**src/rtl/bus_cycle_sequencer.sv**
```systemverilog
// Instruction-cycle sequencer for the multiplexed nibble bus: subcycle counter,
// address/register drive, ROM/RAM strobes, instruction capture and wait states.
module bus_cycle_sequencer #(
    parameter int DATA_WIDTH   = 4,
    parameter int ADDR_NIBBLES = 3,
    parameter int INST_NIBBLES = 2,
    parameter int EXEC_CYCLES  = 3,
    parameter int NUM_RAM_CMD  = 4,
    parameter int STALL_MAX    = 7,
    localparam int AW = DATA_WIDTH * ADDR_NIBBLES,
    localparam int IW = DATA_WIDTH * INST_NIBBLES,
    localparam int N  = ADDR_NIBBLES + INST_NIBBLES + EXEC_CYCLES,
    localparam int CW = $clog2(N)
) (
    input  logic                   clock,
    input  logic                   reset,
    input  logic [AW-1:0]          pc,
    input  logic                   stall,
    input  logic [NUM_RAM_CMD-1:0] ram_cmd_mask,
    input  logic                   io_cycle,
    input  logic                   reg_out_enable,
    input  logic [DATA_WIDTH-1:0]  regval,
    input  logic [DATA_WIDTH-1:0]  data_in,
    output logic [DATA_WIDTH-1:0]  data_out,
    output logic                   data_oe,
    output logic [CW-1:0]          cycle,
    output logic                   sync,
    output logic                   rom_cmd,
    output logic [NUM_RAM_CMD-1:0] ram_cmd,
    output logic [IW-1:0]          inst,
    output logic                   inst_valid,
    output logic                   stall_timeout
);

    localparam logic [CW-1:0] LAST_ADDR = CW'(ADDR_NIBBLES - 1);
    localparam logic [CW-1:0] FIRST_F   = CW'(ADDR_NIBBLES);
    localparam logic [CW-1:0] LAST_F    = CW'(ADDR_NIBBLES + INST_NIBBLES - 1);
    localparam logic [CW-1:0] X2        = CW'(ADDR_NIBBLES + INST_NIBBLES + 1);
    localparam logic [CW-1:0] LAST      = CW'(N - 1);
    localparam int            SCW       = $clog2(STALL_MAX + 1);

    logic [AW-1:0]  pc_q;
    logic [SCW-1:0] stall_cnt;
    logic           in_fetch;
    logic           stall_hold;
    logic           stall_force;

    always_comb begin
        in_fetch    = (cycle >= FIRST_F) && (cycle <= LAST_F);
        stall_hold  = in_fetch && stall && (stall_cnt < SCW'(STALL_MAX - 1));
        stall_force = in_fetch && stall && !stall_hold;
    end

    always_ff @(posedge clock or negedge reset) begin
        if (!reset) begin
            cycle         <= '0;
            pc_q          <= '0;
            inst          <= '0;
            inst_valid    <= 1'b0;
            stall_timeout <= 1'b0;
            stall_cnt     <= '0;
        end else begin
            inst_valid <= 1'b0;
            if (stall_hold) begin
                stall_cnt <= stall_cnt + SCW'(1);
            end else begin
                stall_cnt <= '0;
                cycle     <= (cycle == LAST) ? '0 : cycle + CW'(1);
                if (cycle == LAST)
                    pc_q <= pc;
                if (in_fetch) begin
                    // first fetched nibble lands in the most significant position
                    for (int unsigned j = 0; j < INST_NIBBLES; j++)
                        if (cycle == CW'(ADDR_NIBBLES + j))
                            inst[(INST_NIBBLES-1-j)*DATA_WIDTH +: DATA_WIDTH] <= data_in;
                    if (cycle == LAST_F)
                        inst_valid <= 1'b1;
                end
            end
            if (stall_force)
                stall_timeout <= 1'b1;
        end
    end

    // Bus and strobes are decoded from the counter; held inactive while reset is asserted.
    always_comb begin
        data_oe  = 1'b0;
        data_out = '0;
        sync     = 1'b0;
        rom_cmd  = 1'b1;
        ram_cmd  = '1;
        if (reset) begin
            sync = (cycle == LAST);
            for (int unsigned k = 0; k < ADDR_NIBBLES; k++) begin
                if (cycle == CW'(k)) begin
                    data_oe  = 1'b1;
                    data_out = pc_q[k*DATA_WIDTH +: DATA_WIDTH];
                end
            end
            if ((cycle == X2) && reg_out_enable) begin
                data_oe  = 1'b1;
                data_out = regval;
            end
            if ((cycle == LAST_ADDR) || ((cycle == X2) && io_cycle)) begin
                rom_cmd = 1'b0;
                ram_cmd = ~ram_cmd_mask;
            end
        end
    end

endmodule

```
**config.mk**
```make
export PLATFORM = sky130hd
export DESIGN_NAME = bus_cycle_sequencer
export DESIGN_NICKNAME = d
export VERILOG_FILES = /design/src/rtl/bus_cycle_sequencer.sv
export SDC_FILE = /design/constraint.sdc
export NUM_CORES = 1
export LEC_CHECK = 0
export CORE_ASPECT_RATIO = 1.4
export CORE_MARGIN = 3
export CORE_UTILIZATION = 44
export DETAILED_ROUTE_END_ITERATION = 8
export PLACE_DENSITY = 0.8
export SYNTH_ARGS = -nofsm -noshare
export SYNTH_HDL_FRONTEND = slang
export SYNTH_SLANG_ARGS = --single-unit
```
**constraint.sdc**
```tcl
create_clock -name clock -period 2.8 [get_ports clock]
set_clock_uncertainty 0.2 [all_clocks]
set_input_delay 0.42 -clock clock [delete_from_list [all_inputs] [get_ports clock]]
set_output_delay 0.42 -clock clock [all_outputs]
set_load 0.1 [all_outputs]
```
==> key figures, run 1 <==
Status
  • Run status: finished, final reports clean

Clock network
  • CTS buffer count: 3
  • Clk sink count: 28
  • Maximum clock path buffer count: 2
  • H-tree depth: 1
  • Root Buffer Master: clkbuf_8
  • CTS resizes: 0
  • # Post-CTS Setup Buffers: 0
  • Clock transition at the registers of the reported paths: 0.09 ns
  • Clk_lat worst skew: 0.27 ns
  • CTS tree: done
  • Post-CTS Hold Buffers: 0

Worst hold path
  • Hold Path Stages: 1
  • Worst Hold End: stall_cnt[0]
  • Hold Crit Class: reg -> reg
  • Worst Hold Launch: stall_cnt[0]

Die
  • Core ar.: 3153 sq um
  • Initial Util: 0.4635
  • # rows: 24
  • Num ports: 53
  • DIE AREA: 4059 sq um
  • Die X: 54.71 microns
  • Die height: 74.19 microns

Yosys
  • Syn nets: 155
  • Number of flops mapped to enable cells by yosys: 0
  • Area of the mapped netlist: 1461 sq um
  • Synthesized area per cell: 12.28 sq um
  • Commonest cells in the netlist: 28 x dfrtp_1, 12 x mux2_2, 11 x inv_1, 10 x mux2_4
  • Synth Register Bits: 28
  • Synth async-reset ratio: 1.000
  • Sequential share of the synthesized area: 0.4795
  • Synth top area share: 0.4795
  • Syn Inst Count: 119
  • Cell variety after synth: 28
  • Most common cell in the netlist: dfrtp_1
  • YS warnings: 0
  • Synth Flop Type: dfrtp_1
  • Area leader, netlist: dfrtp_1
  • Top post-synthesis cells by area: dfrtp_1 48%, mux2_4 10%, mux2_2 9.2%

Route
  • Routed vias: 1,097
  • DR iter-0 viols: 7
  • WL final: 3.362 mm
  • Drt wl/cell: 15.71 microns
  • Met3 wire len: 181 microns
  • Wl on met1: 1.324 mm
  • Wire length on met2: 1.850 mm
  • DRC violations left: 0
  • Antenna-violating nets left: 0
  • 1st-pass router iterations: 4
  • Vias/cell: 5.126
  • DR top layer: met4

Placement
  • Final GP Congestion: 0.8357
  • Hpwl dp: 2.710 mm
  • IO buf count: 52
  • Placement Cell Area: 2113 sq um

Setup path
  • Register-to-Register Path Depth: 5
  • Startpoint Class: flop
  • Critical Path Fanout Max: 12
  • Flop2flop setup slack: 0.36 ns
  • CP endpoint kind: output pin
  • R2R Path End: pc_q[3]
  • CP max-delay cell: dfrtp_2
  • Worst Path Required: 2.18 ns
  • Data arrival, critical path: 2.03 ns
  • Worst r2r src: cycle[0]
  • CP Class: reg -> out
  • Slowest stage delay, CP: 0.47 ns
  • Crit path cell chain: inv_1 > ha_1 > a21oi_1 > a221oi_1 > o21a_2 > buf_12

Timing
  • RSZ-0062 raised after global routing: false
  • Final setup TNS: 0 ns
  • Final hold vios: 0
  • Final setup vio count: 0
  • Max frequency: 377.5 MHz
  • Tmin final: 2.649 ns
  • Slew Limit Fails: 0
  • Fin crit share: 0.9461
  • Least-Margin Pin Slew: 0.7087 ns
  • Worst hold slack: 0.2523 ns
  • Max-Slew Margin vs Limit: 0.5276

Global route
  • Vias in the first global route: 1,192
  • Total global-route track usage: 0.1755
  • Global-route wire length before repair: 5.340 mm
  • Largest net degree at the start of global routing: 26
  • Initial antenna violation count: 0
  • GRT overflow: 0

Cells and area
  • Design area: 2168 sq um
  • Area Growth Syn to Fin: 48.37%
  • Nets: 212
  • Share of cells above drive strength 1: 0.3486
  • Ant diodes: 0

Run
  • Max Cap Viol: 0
area by class of cell:
cell class              count  area, sq um
well taps                  39        48.80
fillers                   250        984.7
clock buffers               4        55.05
repair buffers             55        620.6
flip-flops and latches     28        703.2
inverters                  11        41.29
multi-input cells          77        699.4
worst max-delay path: cells and delay by family, from the launching register on:
family	cells	cell delay, ns
AOI/OAI and AO/OA	3	0.61
DFF	1	0.47
adders and majority gates	1	0.41
buffers and inverters	2	0.27
cells by family after synthesis:
logic type	Yosys count	share of synthesized area
XOR/XNOR	1	0.005994
adder cells (fa/ha/maj)	7	0.05993
AO/OA/AOI/OAI	20	0.1122
flip-flops	28	0.4795
buffers and inverters	14	0.04623
multiplexers	23	0.2021
AND/OR/NAND/NOR	26	0.09418
metrics by stage:
step	setup slack, ns	utilization	cells
5_1_grt	0.006410	0.6877	214
6_report	0.1510	0.6877	214
3_5_place_dp	0.3608	0.6702	210
3_3_place_gp	0.4448	0.6702	210
2_1_floorplan	0.01168	-	119
4_1_cts	0.1448	0.6877	214
worst max-delay path by stage:
stage	from	end	depth (start not counted)
5_1_grt	cycle[0]	data_out[3]	6
3_5_place_dp	stall	pc_q[3]	3
2_1_floorplan	cycle[2]	ram_cmd[0]	4
3_3_place_gp	stall	pc_q[2]	3
6_report	cycle[0]	data_out[2]	6
4_1_cts	cycle[0]	data_out[2]	6
state kept, by name, summed over array words and instances (netlist names):
signal / flops
pc_q: 12
inst_valid: 1
cycle: 3
inst: 8
stall_timeout: 1
stall_cnt: 3
metal layers:
metal	GRT usage	vias to the layer above
li1	-	530
met1	0.2156	528
met2	0.3237	37
met3	0.02204	2
met4	0.02493	0
met5	0	-
cell usage in the layout, fill, tap and decap left out, types with 2 or more instances in the layout:
| cell type | n |
|---|---|
| a21oi_1 | 6 |
| dfrtp_1 | 26 |
| ha_1 | 7 |
| nand2_1 | 7 |
| nor2_1 | 4 |
| and2_1 | 2 |
| clkdlybuf4s50_1 | 28 |
| o21a_2 | 4 |
| clkbuf_8 | 4 |
| nand3b_1 | 4 |
| inv_1 | 11 |
| dfrtp_2 | 2 |
| buf_4 | 16 |
| and2_0 | 3 |
| mux2_4 | 10 |
| buf_12 | 11 |
| mux2_2 | 12 |
| a221oi_1 | 4 |
Power of run 1 is not shown: default switching activity piles up to over one toggle a cycle in this logic, so the estimate is an artifact.
==> run 2, diff against run 1 <==
CELL_PAD_IN_SITES_DETAIL_PLACEMENT = 0   (was default)
CELL_PAD_IN_SITES_GLOBAL_PLACEMENT = 2   (was default)
CORE_UTILIZATION = 28   (was 44)
PLACE_DENSITY = 0.81   (was 0.8)
==> run 2 against run 1 <==
  * Sequential share of layout area is 0.70 points lower
  * Fmax fell by 0.52%
  * Die area grew 51%
  * Count of clock-buffer cells in the layout is 1 lower
  * Sequential cell count is the same
  * Global-route usage decreased by 5.4 points
  * First-iteration DRC count rose to 7.1 times the previous value
  * Non-clock buffer count is the same
  * Setup slack got worse by 0.014 ns
  * Register-to-register slack gained 0.02 ns
  * Cell count grew 12%
  * Final area increased by 2.2%
  * Critical path type unchanged
==> key figures, run 2 (synthesis results as in run 1) <==
Route
  • Drt wl/cell: 15.21 microns (-3.2%)
  • DR iter-0 viols: 50 (+43)
  • Antenna-violating nets left: 0 (unchanged)
  • 1st-pass router iterations: 4 (unchanged)
  • DRC violations left: 0 (unchanged)
  • Vias/cell: 4.540 (-11%)
  • WL final: 3.636 mm (+8.1%)
  • Routed vias: 1,085 (-1.1%)

Setup path
  • Register-to-Register Path Depth: 5 (unchanged)
  • Data arrival, critical path: 2.04 ns (about the same)
  • Startpoint Class: flop
  • R2R Path End: pc_q[6]
  • CP endpoint kind: output pin
  • Slowest stage delay, CP: 0.47 ns (about the same)
  • Worst Path Required: 2.18 ns (about the same)
  • Critical Path Fanout Max: 12 (unchanged)
  • Worst r2r src: cycle[0]
  • CP max-delay cell: dfrtp_2
  • Flop2flop setup slack: 0.38 ns (+0.02 ns)
  • CP Class: reg -> out
  • Crit path cell chain: inv_1 > ha_1 > a21oi_1 > a221oi_1 > o21a_2 > buf_12

Timing
  • Tmin final: 2.663 ns (+0.01388 ns)
  • Final setup vio count: 0 (unchanged)
  • Final hold vios: 0 (unchanged)
  • Max-Slew Margin vs Limit: 0.5297 (+0.002182)
  • RSZ-0062 raised after global routing: false
  • Least-Margin Pin Slew: 0.7054 ns (-0.003273 ns)
  • Max frequency: 375.5 MHz (-0.52%)
  • Final setup TNS: 0 ns (unchanged)
  • Slew Limit Fails: 0 (unchanged)
  • Fin crit share: 0.9510 (+0.004958)

Cells and area
  • Highest-count cells in the layout ignoring fill and taps: 28 x clkdlybuf4s50_1, 26 x dfrtp_1, 16 x buf_4
  • Most common cell after layout, fill and taps aside: clkdlybuf4s50_1
  • Largest regs: pc_q x12, inst x8
  • Area Growth Syn to Fin: 51.63%
  • Nets: 212 (unchanged)
  • # fillers: 474 (+90%)
  • Share of cells above drive strength 1: 0.3486 (unchanged)
  • Max reg flops: 12 (unchanged)
  • Ant diodes: 0 (unchanged)
  • Most flop-heavy register: pc_q
  • Final Core Density: 0.4472 (-0.2405)

Status
  • Run status: finished, final reports clean

Global route
  • Initial antenna violation count: 0 (unchanged)
  • Vias in the first global route: 1,187 (-0.42%)
  • Largest net degree at the start of global routing: 22 (-15%)
  • Total global-route track usage: 0.1216 (-0.05386)
  • Global-route wire length before repair: 5.747 mm (+7.6%)
  • GRT overflow: 0 (unchanged)

Placement
  • IO buf count: 52 (unchanged)
  • Final GP Congestion: 0.7197 (-14%)
  • Hpwl dp: 2.830 mm (+4.4%)

Clock network
  • Root Buffer Master: clkbuf_8
  • Clk_lat worst skew: 0.27 ns (about the same)
  • CTS buffer count: 3 (unchanged)
  • Clk sink count: 28 (unchanged)
  • Clock transition at the registers of the reported paths: 0.10 ns (about the same)
  • # Post-CTS Setup Buffers: 0 (unchanged)
  • H-tree depth: 1 (unchanged)
  • Post-CTS Hold Buffers: 0 (unchanged)
  • CTS tree: done
  • Maximum clock path buffer count: 2 (unchanged)
  • CTS resizes: 0 (unchanged)

Worst hold path
  • Hold Path Stages: 1 (unchanged)
  • Worst Hold Launch: stall_cnt[0]
  • Worst Hold End: stall_cnt[0]
  • Hold Crit Class: reg -> reg

Die
  • Die X: 67.06 microns (+23%)
  • Die height: 91.48 microns (+23%)
  • Num ports: 53 (unchanged)
  • # rows: 30 (+25%)
  • DIE AREA: 6134 sq um (+51%)
  • Initial Util: 0.2949 (-0.1685)
  • Core ar.: 4955 sq um (+57%)

Run
  • Max Cap Viol: 0 (unchanged)
==> run 2: how the worst max path moves through the flow <==
stage | to | startpoint | cells after the start
2_1_floorplan | ram_cmd[0] | cycle[2] | 4
3_3_place_gp | pc_q[2] | stall | 3
3_5_place_dp | pc_q[3] | stall | 3
4_1_cts | data_out[3] | cycle[0] | 6
5_1_grt | data_out[2] | cycle[0] | 6
6_report | data_out[2] | cycle[0] | 6
==> run 2: area by class of cell <==
type | instances | area [sq um] | share of cell area
tap | 64 | 80.08 | 0.03614
clock inverter | 1 | 30.03 | 0.01355
inverter | 11 | 41.29 | 0.01863
clock buffer | 3 | 41.29 | 0.01863
multi-input combinational | 77 | 699.4 | 0.3156
sequential | 28 | 703.2 | 0.3173
timing repair buffer | 55 | 620.6 | 0.2801
==> run 2: metal layers <==
layer / wire length (microns) / track usage / up-vias / share of wire
met4: 24 / 0.03553 / 0 / 0.0066
met3: 207 / 0.01980 / 2 / 0.057
met5: 0 / 0 / - / 0
met2: 1944 / 0.2231 / 34 / 0.53
li1: - / - / 525 / -
met1: 1460 / 0.1387 / 524 / 0.40
==> run 2: metrics by stage <==
step           instances  cell area (sq um)  hold slack (ns)  worst slack, ns
3_5_place_dp         235               2145           0.2405           0.3862
6_report             239               2216           0.2453           0.1371
3_3_place_gp         235               2145           0.2200           0.4285
2_1_floorplan        119               1470         -0.07559          0.01168
4_1_cts              239               2216           0.2543           0.1105
5_1_grt              239               2216           0.2687          0.01059
==> run 2: worst max-delay path, delay by kind of cell (launching register included) <==
kind	cells	cell delay, ns
flops	1	0.47
compound gates	3	0.60
buf+inv	2	0.27
fa+ha+maj	1	0.42
Power of run 2 is left out for the same reason.
